## config.mk

```make
export PLATFORM = sky130hd
export DESIGN_NAME = clocked_sample_differencer_flat
export DESIGN_NICKNAME = d
export VERILOG_FILES = /design/src/rtl/clocked_sample_differencer_if.sv /design/src/rtl/clocked_sample_differencer.sv /design/src/flat_wrapper.sv
export SDC_FILE = /design/constraint.sdc
export NUM_CORES = 1
export LEC_CHECK = 0
export BUFFER_PORTS_ARGS = -buffer_cell sky130_fd_sc_hd__buf_4
export CORE_MARGIN = 2
export CORE_UTILIZATION = 55
export CTS_CLUSTER_DIAMETER = 100
export DETAILED_ROUTE_END_ITERATION = 12
export PLACE_DENSITY_LB_ADDON = 0.15
export SLEW_MARGIN = 20
export SYNTH_ARGS = -nofsm -noshare
export SYNTH_HDL_FRONTEND = slang
export SYNTH_SLANG_ARGS = --single-unit
export TNS_END_PERCENT = 100
```

## constraint.sdc

```tcl
create_clock -name clk -period 2.5 [get_ports clk]
set_input_delay 0.75 -clock clk [delete_from_list [all_inputs] [get_ports clk]]
set_output_delay 0.75 -clock clk [all_outputs]
set_load 0.02 [all_outputs]
```

## src/rtl/clocked_sample_differencer_if.sv

```systemverilog
// Sample-stream bundle for the lag-K differencer: producer-driven sample/flush
// strobes plus the registered difference stream coming back.
interface clocked_sample_differencer_if #(
  parameter int IN_WIDTH = 11
);
  // Valid-only stream, no ready: a sample is consumed on every cycle in_valid is
  // high, and out_valid is a one-cycle strobe that must be taken when it appears.
  logic                       clear;
  logic                       in_valid;
  logic signed [IN_WIDTH-1:0] in_sample;
  logic                       out_valid;
  logic signed [IN_WIDTH:0]   out_diff;
  logic                       primed;

  modport master (
    output clear, in_valid, in_sample,
    input  out_valid, out_diff, primed
  );

  modport slave (
    input  clear, in_valid, in_sample,
    output out_valid, out_diff, primed
  );
endinterface

```

## src/rtl/clocked_sample_differencer.sv

```systemverilog
// Streaming lag-K differencer: d[n] = x[n] - x[n-LAG] over accepted samples,
// one bit wider than the input and registered with one cycle of latency.
module clocked_sample_differencer #(
  parameter int IN_WIDTH = 11,
  parameter int LAG      = 4
) (
  input  logic                         clk,
  input  logic                         reset,
  clocked_sample_differencer_if.slave  bus
);
  localparam int CNT_W = $clog2(LAG + 1);
  localparam logic [CNT_W-1:0] LAG_CNT = CNT_W'(LAG);

  logic signed [IN_WIDTH-1:0] hist_q [LAG];
  logic signed [IN_WIDTH-1:0] hist_d [LAG];
  logic [CNT_W-1:0]           fill_q, fill_d;
  logic                       out_valid_q, out_valid_d;
  logic signed [IN_WIDTH:0]   out_diff_q, out_diff_d;
  logic                       primed_now;
  logic signed [IN_WIDTH:0]   new_ext, old_ext;

  assign primed_now = (fill_q == LAG_CNT);
  assign new_ext    = {bus.in_sample[IN_WIDTH-1], bus.in_sample};
  assign old_ext    = {hist_q[LAG-1][IN_WIDTH-1], hist_q[LAG-1]};

  always_comb begin
    hist_d      = hist_q;
    fill_d      = fill_q;
    out_valid_d = 1'b0;
    out_diff_d  = out_diff_q;
    if (bus.clear) begin
      // Flush wins over a coincident sample: that sample never enters history.
      for (int i = 0; i < LAG; i++) hist_d[i] = '0;
      fill_d = '0;
    end else if (bus.in_valid) begin
      hist_d[0] = bus.in_sample;
      for (int i = 1; i < LAG; i++) hist_d[i] = hist_q[i-1];
      if (primed_now) begin
        out_diff_d  = new_ext - old_ext;
        out_valid_d = 1'b1;
      end else begin
        fill_d = fill_q + 1'b1;
      end
    end
  end

  always_ff @(posedge clk) begin
    if (!reset) begin
      for (int i = 0; i < LAG; i++) hist_q[i] <= '0;
      fill_q      <= '0;
      out_valid_q <= 1'b0;
      out_diff_q  <= '0;
    end else begin
      hist_q      <= hist_d;
      fill_q      <= fill_d;
      out_valid_q <= out_valid_d;
      out_diff_q  <= out_diff_d;
    end
  end

  assign bus.out_valid = out_valid_q;
  assign bus.out_diff  = out_diff_q;
  assign bus.primed    = primed_now;
endmodule

```

## src/flat_wrapper.sv

```systemverilog
// flat-port wrapper written by rule: the top's interface ports become plain ports
module clocked_sample_differencer_flat 
#(
  parameter int IN_WIDTH = 11,
  parameter int LAG      = 4
)
  (clk, reset, bus_clear, bus_in_valid, bus_in_sample, bus_out_valid, bus_out_diff, bus_primed);
  clocked_sample_differencer_if #(.IN_WIDTH(IN_WIDTH)) bus_i ();
  input  logic clk;
  input  logic reset;
  input wire logic [$bits(bus_i.clear)-1:0] bus_clear;
  input wire logic [$bits(bus_i.in_valid)-1:0] bus_in_valid;
  input wire logic [$bits(bus_i.in_sample)-1:0] bus_in_sample;
  output wire logic [$bits(bus_i.out_valid)-1:0] bus_out_valid;
  output wire logic [$bits(bus_i.out_diff)-1:0] bus_out_diff;
  output wire logic [$bits(bus_i.primed)-1:0] bus_primed;
  assign bus_i.clear = bus_clear;
  assign bus_i.in_valid = bus_in_valid;
  assign bus_i.in_sample = bus_in_sample;
  assign bus_out_valid = bus_i.out_valid;
  assign bus_out_diff = bus_i.out_diff;
  assign bus_primed = bus_i.primed;
  clocked_sample_differencer #(.IN_WIDTH(IN_WIDTH), .LAG(LAG)) u_core (.clk(clk), .reset(reset), .bus(bus_i));
endmodule
```

# == Word-level counts from Yosys, hierarchy flattened ==
# Cells that the tools add are included.
# word_totals
regBits,60
in_bits,15
out_inout_bits,14
elab_cells,19
# op_classes
addsub,2
eq_ne,1
mux,1
n_bitwise,4
reduce_logical,4
# ops
cell,count
11-bit by 11-bit subtractor with 12-bit output,1
1-bit inverter,4
"3-bit by 1-bit adder with 3-bit output, second input constant",1
"3-bit equality test, second input constant",1
3-bit AND reduction,1
3-bit OR reduction,1
2-bit AND reduction,1
2-bit OR reduction,1
1-bit two-way mux,1

# == Depth between registers and ports, before layout ==
# Gate-level depths: netlist of the first run.
# logic_depth
word_depth,3
depth_mapped,8
mapped_depth_nobuf,8

# == Least setup slack after synthesis of the first run ==
# No wires, ideal clock.
# synth_path
path_type,input to register
startpoint,input port bus_in_sample[2]
endpoint,register u_core.out_diff_q[7] (netlist: u_core.bus.out_diff[7])
setup_ps,62
t_arrival_ps,2166
required_ps,2438
setup_slack_ps,272
cell_stages,6
path_buffers,0
path_cell_list,ha_1 > and3b_1 > a211oi_1 > o31a_1 > or4b_1 > nand3_1
# synth_between
elab_chain_len,1
# synth_lines
item,line_no,source
start: declaration,flat_wrapper.sv:13,input wire logic [$bits(bus_i.in_sample)-1:0] bus_in_sample;
11-bit by 11-bit subtractor with 12-bit output,clocked_sample_differencer.sv:39,out_diff_d = new_ext - old_ext;
end signal: assignment,clocked_sample_differencer.sv:57,out_diff_q <= out_diff_d;
end: declaration,clocked_sample_differencer.sv:18,"logic signed [IN_WIDTH:0] out_diff_q, out_diff_d;"
# Every way passes these cells.
# A chain may end at the register's enable or synchronous reset.

# == Worst setup path after layout of the first run ==
# layout_path
startpoint,input port bus_in_sample[2]
endpoint,register u_core.out_diff_q[6] (netlist: u_core.bus.out_diff[6])
# Same word-level chain as after synthesis.

==> flow_results.xml, run 1 <==
<?xml version="1.0" encoding="UTF-8"?>
<metrics>
  <group name="global_routing">
    <metric name="grtUsageTotal" unit="%">19.42</metric>
    <metric name="grt_max_degree" unit="">48</metric>
    <metric name="grt_pass1_vias" unit="">1796</metric>
    <metric name="grt.overflow.total" unit="">0</metric>
    <metric name="grt_first_pass_wirelength" unit="um">8059</metric>
    <metric name="grt_antenna_before_repair" unit="">0</metric>
  </group>
  <group name="clock_tree">
    <metric name="cts_max_level" unit="">3</metric>
    <metric name="cts_tree" unit="">built</metric>
    <metric name="cts_repair_resize_count" unit="">0</metric>
    <metric name="clockRootBuffer" unit="">sky130_fd_sc_hd__clkbuf_8</metric>
    <metric name="cts_setup_buffers" unit="">0</metric>
    <metric name="path_clk_slew" unit="ns">0.06</metric>
    <metric name="cts.sinks" unit="">60</metric>
    <metric name="cts_buffer_depth" unit="">2</metric>
    <metric name="clk-insertion-delay-late" unit="ns">0.34</metric>
    <metric name="holdBufCountCts" unit="">0</metric>
    <metric name="number_of_buffers_inserted_during_clock_tree_synthesis" unit="">9</metric>
  </group>
  <group name="power">
    <metric name="share_clk_of_total_power" unit="%">41.9</metric>
    <metric name="power.density" unit="nW/um2">615.5</metric>
    <metric name="vdd_drop_max" unit="mV">0.4453</metric>
    <metric name="p_leak" unit="nW">1.355</metric>
    <metric name="combPwrFrac" unit="%">7.9</metric>
    <metric name="sw_frac_of_total" unit="%">22.64</metric>
    <metric name="power.net_switching" unit="uW">437.7</metric>
    <metric name="share_seq_of_total_power" unit="%">50.2</metric>
    <metric name="internal_power" unit="mW">1.495</metric>
    <metric name="fin_total_pwr" unit="mW">1.933</metric>
  </group>
  <group name="die">
    <metric name="fp.coreArea" unit="um2">4723</metric>
    <metric name="floorplan.rows" unit="">25</metric>
    <metric name="die_w" unit="um">73.78</metric>
    <metric name="ioPinCount" unit="">29</metric>
    <metric name="die-height" unit="um">73.78</metric>
    <metric name="floorplan.die_area" unit="um2">5443</metric>
    <metric name="start_util" unit="%">56.69</metric>
  </group>
  <group name="finish">
    <metric name="areaGrowthSynthToFinish" unit="%">17.29</metric>
    <metric name="layout_commonest_cell" unit="">sky130_fd_sc_hd__dfxtp_1</metric>
    <metric name="mostFrequentLayoutCells" unit="">60 x sky130_fd_sc_hd__dfxtp_1, 48 x sky130_fd_sc_hd__nor2_1, 45 x sky130_fd_sc_hd__mux2i_1, 33 x sky130_fd_sc_hd__buf_4, 17 x sky130_fd_sc_hd__nand2_1</metric>
    <metric name="antenna_cells" unit="">0</metric>
    <metric name="fin_nets" unit="">342</metric>
    <metric name="post_route_cells_drive_above_1_share" unit="%">15.14</metric>
  </group>
  <group name="logic_synthesis">
    <metric name="ys_seq_area_share" unit="%">44.86</metric>
    <metric name="async_set_or_reset_register_ratio_after_synthesis" unit="%">0</metric>
    <metric name="synthesis.nets" unit="">312</metric>
    <metric name="synthCells" unit="">283</metric>
    <metric name="synth_flop_cell" unit="">sky130_fd_sc_hd__dfxtp_1</metric>
    <metric name="syn_area_per_cell" unit="um2">9.461</metric>
    <metric name="yosys_register_bits" unit="">60</metric>
    <metric name="yosys_warnings" unit="">0</metric>
    <metric name="synth.cell_area" unit="um2">2678</metric>
    <metric name="synth_edf_count" unit="">0</metric>
    <metric name="synthDistinctLibCells" unit="">40</metric>
  </group>
  <group name="worst_setup_path">
    <metric name="critPathLaunchType" unit="">input port</metric>
    <metric name="worst-endpoint-required" unit="ns">2.71</metric>
    <metric name="cp_max_fanout" unit="">4</metric>
    <metric name="worst-endpoint-arrival" unit="ns">2.32</metric>
    <metric name="kind_of_critical_path" unit="">in2reg</metric>
    <metric name="end_kind" unit="">flop</metric>
  </group>
  <group name="sta">
    <metric name="min_period" unit="ns">2.117</metric>
    <metric name="max_slew_margin" unit="%">49.76</metric>
    <metric name="timing.final.crit_share" unit="%">84.69</metric>
    <metric name="finalSetupViolCount" unit="">0</metric>
    <metric name="fin_hold_ws" unit="ns">0.4525</metric>
    <metric name="report.final.slew_viol_count" unit="">0</metric>
    <metric name="rsz_0062_raised_after_global_routing" unit="">no</metric>
    <metric name="final-hold-violation-count" unit="">0</metric>
    <metric name="skew" unit="ns">0.007745</metric>
    <metric name="clock.fmax" unit="MHz">472.3</metric>
    <metric name="timing_worst_slew_pin_value" unit="ns">0.7536</metric>
    <metric name="fin_setup_tns" unit="ns">0</metric>
  </group>
  <group name="drt">
    <metric name="dr.pass1.iters" unit="">4</metric>
    <metric name="drtAntennaViolNets" unit="">0</metric>
    <metric name="viasPerCell" unit="">5.208</metric>
    <metric name="dr.first_iter.drc_count" unit="">90</metric>
    <metric name="route.detailed.drc" unit="">0</metric>
    <metric name="num_vias" unit="">2000</metric>
    <metric name="wl_per_cell" unit="um">12.44</metric>
    <metric name="wirelength" unit="um">4776</metric>
  </group>
  <group name="status">
    <metric name="run_status" unit="">complete, no violations</metric>
  </group>
  <group name="placed_design">
    <metric name="detailedPlacementHpwl" unit="um">3195</metric>
    <metric name="place.port_buffers" unit="">28</metric>
    <metric name="gp_congestion" unit="">0.8762</metric>
  </group>
  <group name="hold_path">
    <metric name="hold_path.class" unit="">reg2reg</metric>
  </group>
  <group name="job">
    <metric name="maxCapViolCount" unit="">0</metric>
  </group>
</metrics>
[through the flow]
stage                     std cells  util, %  instance area (um2)  setup slack [ns]
after global placement          369    62.52                 2953           0.06765
after CTS                       384    66.49                 3141            0.3955
after detailed placement        369    62.52                 2953           0.05317
after floorplan                 283        -                 2678            0.2720
final                           384    66.49                 3141            0.3827
after global routing            384    66.49                 3141            0.2558
[worst max-delay path, stage by stage]
cell,delay (ns)
sky130_fd_sc_hd__buf_4,0.11
sky130_fd_sc_hd__ha_1,0.34
sky130_fd_sc_hd__nor2b_1,0.16
sky130_fd_sc_hd__o31a_1,0.28
sky130_fd_sc_hd__o21a_1,0.18
sky130_fd_sc_hd__o311ai_0,0.42
sky130_fd_sc_hd__nand2_1,0.08
[layer usage]
layer	share of wire [%]	vias up	global-route usage, %
met3	5.2	8	6.447
li1	-	1041	-
met4	1.3	0	7.879
met1	52	907	25.90
met2	42	44	28.87
met5	0	-	0
[path summary, 6_finish.rpt]
kind	from	to	slack [ns]	cells after the start
worst max register to register	u_core.hist_q[2]	u_core.bus.out_diff[6]	0.56	7
worst min register to register	u_core.bus.out_diff[6]	u_core.bus.out_diff[6]	0.45	2
worst min-delay path	u_core.bus.out_diff[6]	u_core.bus.out_diff[6]	0.45	2
worst max-delay path	bus_in_sample[2]	u_core.bus.out_diff[6]	0.38	7
[state kept, by name (all words and copies together), names as in the netlist]
signal                count
u_core.bus.out_valid      1
u_core.hist_q            44
u_core.fill_q             3
u_core.bus.out_diff      12
[cells in the mapped netlist, types with 3 or more instances]
| cell | count | area share, % |
|---|---|---|
| sky130_fd_sc_hd__dfxtp_1 | 60 | 45 |
| sky130_fd_sc_hd__nor2_1 | 48 | 6.7 |
| sky130_fd_sc_hd__mux2i_1 | 45 | 17 |
| sky130_fd_sc_hd__nand2_1 | 17 | 2.4 |
| sky130_fd_sc_hd__inv_1 | 15 | 2.1 |
| sky130_fd_sc_hd__ha_1 | 13 | 6.1 |
| sky130_fd_sc_hd__nand3_1 | 13 | 2.4 |
| sky130_fd_sc_hd__a21oi_1 | 7 | 1.3 |
| sky130_fd_sc_hd__clkbuf_1 | 7 | 0.98 |
| sky130_fd_sc_hd__o21a_1 | 5 | 1.4 |
| sky130_fd_sc_hd__buf_1 | 4 | 0.56 |
| sky130_fd_sc_hd__buf_2 | 3 | 0.56 |
| sky130_fd_sc_hd__nand4_1 | 3 | 0.70 |
| sky130_fd_sc_hd__nor2b_1 | 3 | 0.70 |
| sky130_fd_sc_hd__o21ai_0 | 3 | 0.56 |
| sky130_fd_sc_hd__xnor2_1 | 3 | 0.98 |
[power groups by stage]
stage / clock network (mW) / logic (mW) / registers (mW)
2_1_floorplan: 0 / 0.111 / 0.989
3_3_place_gp: 0 / 0.152 / 0.990
3_5_place_dp: 0 / 0.154 / 0.990
4_1_cts: 0.830 / 0.154 / 0.969
5_1_grt: 0.870 / 0.170 / 0.970
6_report: 0.811 / 0.153 / 0.969
[final cells by class]
cell class | instances | area [um2]
multi-input combinational | 193 | 1360
fill | 408 | 1583
timing repair buffer | 33 | 247.7
sequential | 60 | 1201
clock inverter | 1 | 5.005
inverter | 16 | 60.06
tap | 67 | 83.83
clock buffer | 14 | 182.7
[cells by family (layout without fill, tap and decap cells)]
| logic type | Yosys count | count (layout) | share of synthesized area (%) |
|---|---|---|---|
| AOI/OAI and AO/OA | 34 | 34 | 9.439 |
| xor gates and xnor gates | 4 | 4 | 1.309 |
| adders and majority gates | 14 | 14 | 6.823 |
| buffers and inverters | 30 | 64 | 4.345 |
| DFF | 60 | 60 | 44.86 |
| muxes | 45 | 45 | 16.82 |
| and+or+nand+nor | 96 | 96 | 16.40 |
Power figures use the tool's default switching activity.
==> run 2, diff against run 1 <==
==> constraint.sdc (replaced) <==
create_clock -name clk -period 2.1 [get_ports clk]
set_input_delay 0.63 -clock clk [delete_from_list [all_inputs] [get_ports clk]]
set_output_delay 0.63 -clock clk [all_outputs]
set_load 0.02 [all_outputs]
==> run 2 against run 1 <==
Net effect: core utilization up 2.4 points; clock skew down 0.0010 ns; power up 24%; hold slack better by 0.0061 ns; cell count up 2.6%; via count up 1.5%; sequential share of layout area down 1.3 points; clock power up 29%; count of clock-buffer cells in the layout unchanged; critical path type unchanged.
==> flow_results.xml, run 2 (same netlist as run 1, synthesis figures left out) <==
<?xml version="1.0" encoding="UTF-8"?>
<metrics>
  <group name="status">
    <metric name="run_status" unit="">complete, no violations</metric>
  </group>
  <group name="clock_tree">
    <metric name="cts_max_level" unit="">3</metric>
    <metric name="path_clk_slew" unit="ns">0.06</metric>
    <metric name="clockRootBuffer" unit="">sky130_fd_sc_hd__clkbuf_8</metric>
    <metric name="number_of_buffers_inserted_during_clock_tree_synthesis" unit="">9</metric>
    <metric name="cts_tree" unit="">built</metric>
    <metric name="clk-insertion-delay-late" unit="ns">0.32</metric>
    <metric name="cts_buffer_depth" unit="">2</metric>
    <metric name="cts.sinks" unit="">60</metric>
  </group>
  <group name="finish">
    <metric name="fin_nets" unit="">352</metric>
    <metric name="multi_input_comb_area" unit="um2">1371</metric>
    <metric name="seq_cell_area" unit="um2">1201</metric>
    <metric name="layout.cell_area.non_filler" unit="um2">3254</metric>
    <metric name="post_route_cells_drive_above_1_share" unit="%">17.74</metric>
    <metric name="layout_commonest_cell" unit="">sky130_fd_sc_hd__dfxtp_1</metric>
    <metric name="filler_cell_count" unit="">390</metric>
    <metric name="registers.top_by_ff_count" unit="">u_core.hist_q</metric>
    <metric name="mostFrequentLayoutCells" unit="">60 x sky130_fd_sc_hd__dfxtp_1, 48 x sky130_fd_sc_hd__nor2_1, 45 x sky130_fd_sc_hd__mux2i_1, 42 x sky130_fd_sc_hd__buf_4, 17 x sky130_fd_sc_hd__nand2_1</metric>
    <metric name="areaGrowthSynthToFinish" unit="%">21.54</metric>
    <metric name="antenna_cells" unit="">0</metric>
    <metric name="largest_reg_flops" unit="">44</metric>
  </group>
  <group name="die">
    <metric name="fp.coreArea" unit="um2">4723</metric>
    <metric name="die-height" unit="um">73.78</metric>
    <metric name="floorplan.die_area" unit="um2">5443</metric>
    <metric name="die_w" unit="um">73.78</metric>
    <metric name="floorplan.rows" unit="">25</metric>
    <metric name="ioPinCount" unit="">29</metric>
    <metric name="start_util" unit="%">56.69</metric>
  </group>
  <group name="global_routing">
    <metric name="grtUsageTotal" unit="%">19.47</metric>
    <metric name="grt.overflow.total" unit="">0</metric>
    <metric name="grt_pass1_vias" unit="">1776</metric>
    <metric name="grt_antenna_before_repair" unit="">0</metric>
    <metric name="grt_max_degree" unit="">48</metric>
    <metric name="grt_first_pass_wirelength" unit="um">8059</metric>
  </group>
  <group name="worst_setup_path">
    <metric name="cp_max_fanout" unit="">4</metric>
    <metric name="worst_reg2reg_endpoint" unit="">u_core.bus.out_diff[4]</metric>
    <metric name="crit_chain" unit="">buf_4 &gt; ha_1 &gt; nor2b_2 &gt; o31a_1 &gt; buf_4 &gt; a211oi_1 &gt; a21oi_1 &gt; nor2b_1</metric>
    <metric name="crit_top_cell" unit="">sky130_fd_sc_hd__buf_4</metric>
    <metric name="worst-endpoint-required" unit="ns">2.36</metric>
    <metric name="end_kind" unit="">flop</metric>
    <metric name="ff2ff_setup_slack" unit="ns">0.21</metric>
    <metric name="cpMaxStageDelayCell" unit="">sky130_fd_sc_hd__o31a_1</metric>
    <metric name="timing.rr.start" unit="">u_core.hist_q[2]</metric>
    <metric name="reg2regPathDepth" unit="">8</metric>
    <metric name="critPathLaunchType" unit="">input port</metric>
    <metric name="kind_of_critical_path" unit="">in2reg</metric>
    <metric name="timing.critical_path.slowest_cell_delay" unit="ns">0.35</metric>
    <metric name="worst-endpoint-arrival" unit="ns">2.22</metric>
  </group>
  <group name="hold_path">
    <metric name="timing.hold.worst_endpoint" unit="">u_core.bus.out_diff[2]</metric>
    <metric name="hold_path.class" unit="">reg2reg</metric>
    <metric name="worst_hold_depth" unit="">2</metric>
    <metric name="timing.hold.worst.start" unit="">u_core.bus.out_diff[2]</metric>
  </group>
  <group name="placed_design">
    <metric name="placed_cell_area" unit="um2">3033</metric>
    <metric name="place.port_buffers" unit="">28</metric>
    <metric name="gp_congestion" unit="">0.8443</metric>
    <metric name="detailedPlacementHpwl" unit="um">3405</metric>
  </group>
  <group name="power">
    <metric name="p_leak" unit="nW">1.416</metric>
    <metric name="fin_total_pwr" unit="mW">2.402</metric>
    <metric name="power.density" unit="nW/um2">738.1</metric>
    <metric name="vdd_drop_max" unit="mV">0.5458</metric>
  </group>
  <group name="drt">
    <metric name="wirelength" unit="um">4829</metric>
    <metric name="route.detailed.drc" unit="">0</metric>
    <metric name="num_vias" unit="">2029</metric>
    <metric name="dr.first_iter.drc_count" unit="">121</metric>
    <metric name="viasPerCell" unit="">5.150</metric>
    <metric name="drtAntennaViolNets" unit="">0</metric>
    <metric name="wl_per_cell" unit="um">12.26</metric>
    <metric name="dr.pass1.iters" unit="">4</metric>
  </group>
  <group name="sta">
    <metric name="skew" unit="ns">0.006715</metric>
    <metric name="timing.final.crit_share" unit="%">93.33</metric>
    <metric name="timing_worst_slew_pin_value" unit="ns">0.7444</metric>
    <metric name="final-hold-violation-count" unit="">0</metric>
    <metric name="report.final.slew_viol_count" unit="">0</metric>
    <metric name="clock.fmax" unit="MHz">510.2</metric>
    <metric name="max_slew_margin" unit="%">50.37</metric>
    <metric name="fin_hold_ws" unit="ns">0.4586</metric>
    <metric name="rsz_0062_raised_after_global_routing" unit="">no</metric>
    <metric name="min_period" unit="ns">1.960</metric>
    <metric name="finalSetupViolCount" unit="">0</metric>
  </group>
  <group name="job">
    <metric name="maxCapViolCount" unit="">0</metric>
  </group>
</metrics>
[run 2: critical path: cells and delay by family]
| family | cells | cell delay (ns) |
|---|---|---|
| AND/OR/NAND/NOR | 2 | 0.28 |
| buffers and inverters | 2 | 0.26 |
| adder cells (fa/ha/maj) | 1 | 0.33 |
| AO/OA/AOI/OAI | 3 | 0.71 |
[run 2: area by class of cell]
class / instances / share of cell area (%)
Sequential cell: 60 / 36.91
Multi-Input combinational cell: 193 / 42.14
Timing Repair Buffer: 43 / 10.30
Inverter: 16 / 1.845
Clock inverter: 1 / 0.9227
Clock buffer: 14 / 5.306
Tap cell: 67 / 2.576
[run 2: report_power, final]
part | switching (mW) | internal, mW
sequential | 0.00544 | 1.15
combinational | 0.106 | 0.0963
clock | 0.405 | 0.640
[run 2: metal layers]
metal	share of wire, %	track usage [%]	vias to the layer above
met4	1.8	9.091	0
met3	3.4	4.938	8
met5	0	0	-
met1	52	27.47	928
met2	43	27.68	28
li1	-	-	1065
[run 2: worst max-delay path by stage]
stage                     slack, ns                endpoint  cells after the start              from
after global placement        -0.13  u_core.bus.out_diff[7]                      7  bus_in_sample[2]
after floorplan                0.03  u_core.bus.out_diff[7]                      6  bus_in_sample[2]
after global routing           0.02  u_core.bus.out_diff[8]                      9  bus_in_sample[0]
after detailed placement      -0.19  u_core.bus.out_diff[8]                      9  bus_in_sample[0]
after CTS                      0.13              bus_primed                      5  u_core.fill_q[0]
final                          0.14  u_core.bus.out_diff[4]                      8  bus_in_sample[2]
[run 2: timing repair]
item / in CTS / in global routing
resized for setup: 0 / 3
buffers inserted: 0 / 1
endpoints found under the hold margin: 0 / 0
hold buffers: 0 / 0
setup endpoints to repair: 0 / 1
[run 2: stage by stage]
stage          worst slack, ns  utilization (%)  TNS (ns)  std cells
3_5_place_dp           -0.1861            64.21   -0.9013        378
6_report                0.1401            68.90         0        394
5_1_grt                0.02258            68.90         0        394
4_1_cts                 0.1264            68.50         0        393
2_1_floorplan          0.03087                -         0        283
3_3_place_gp           -0.1314            64.21   -0.5311        378
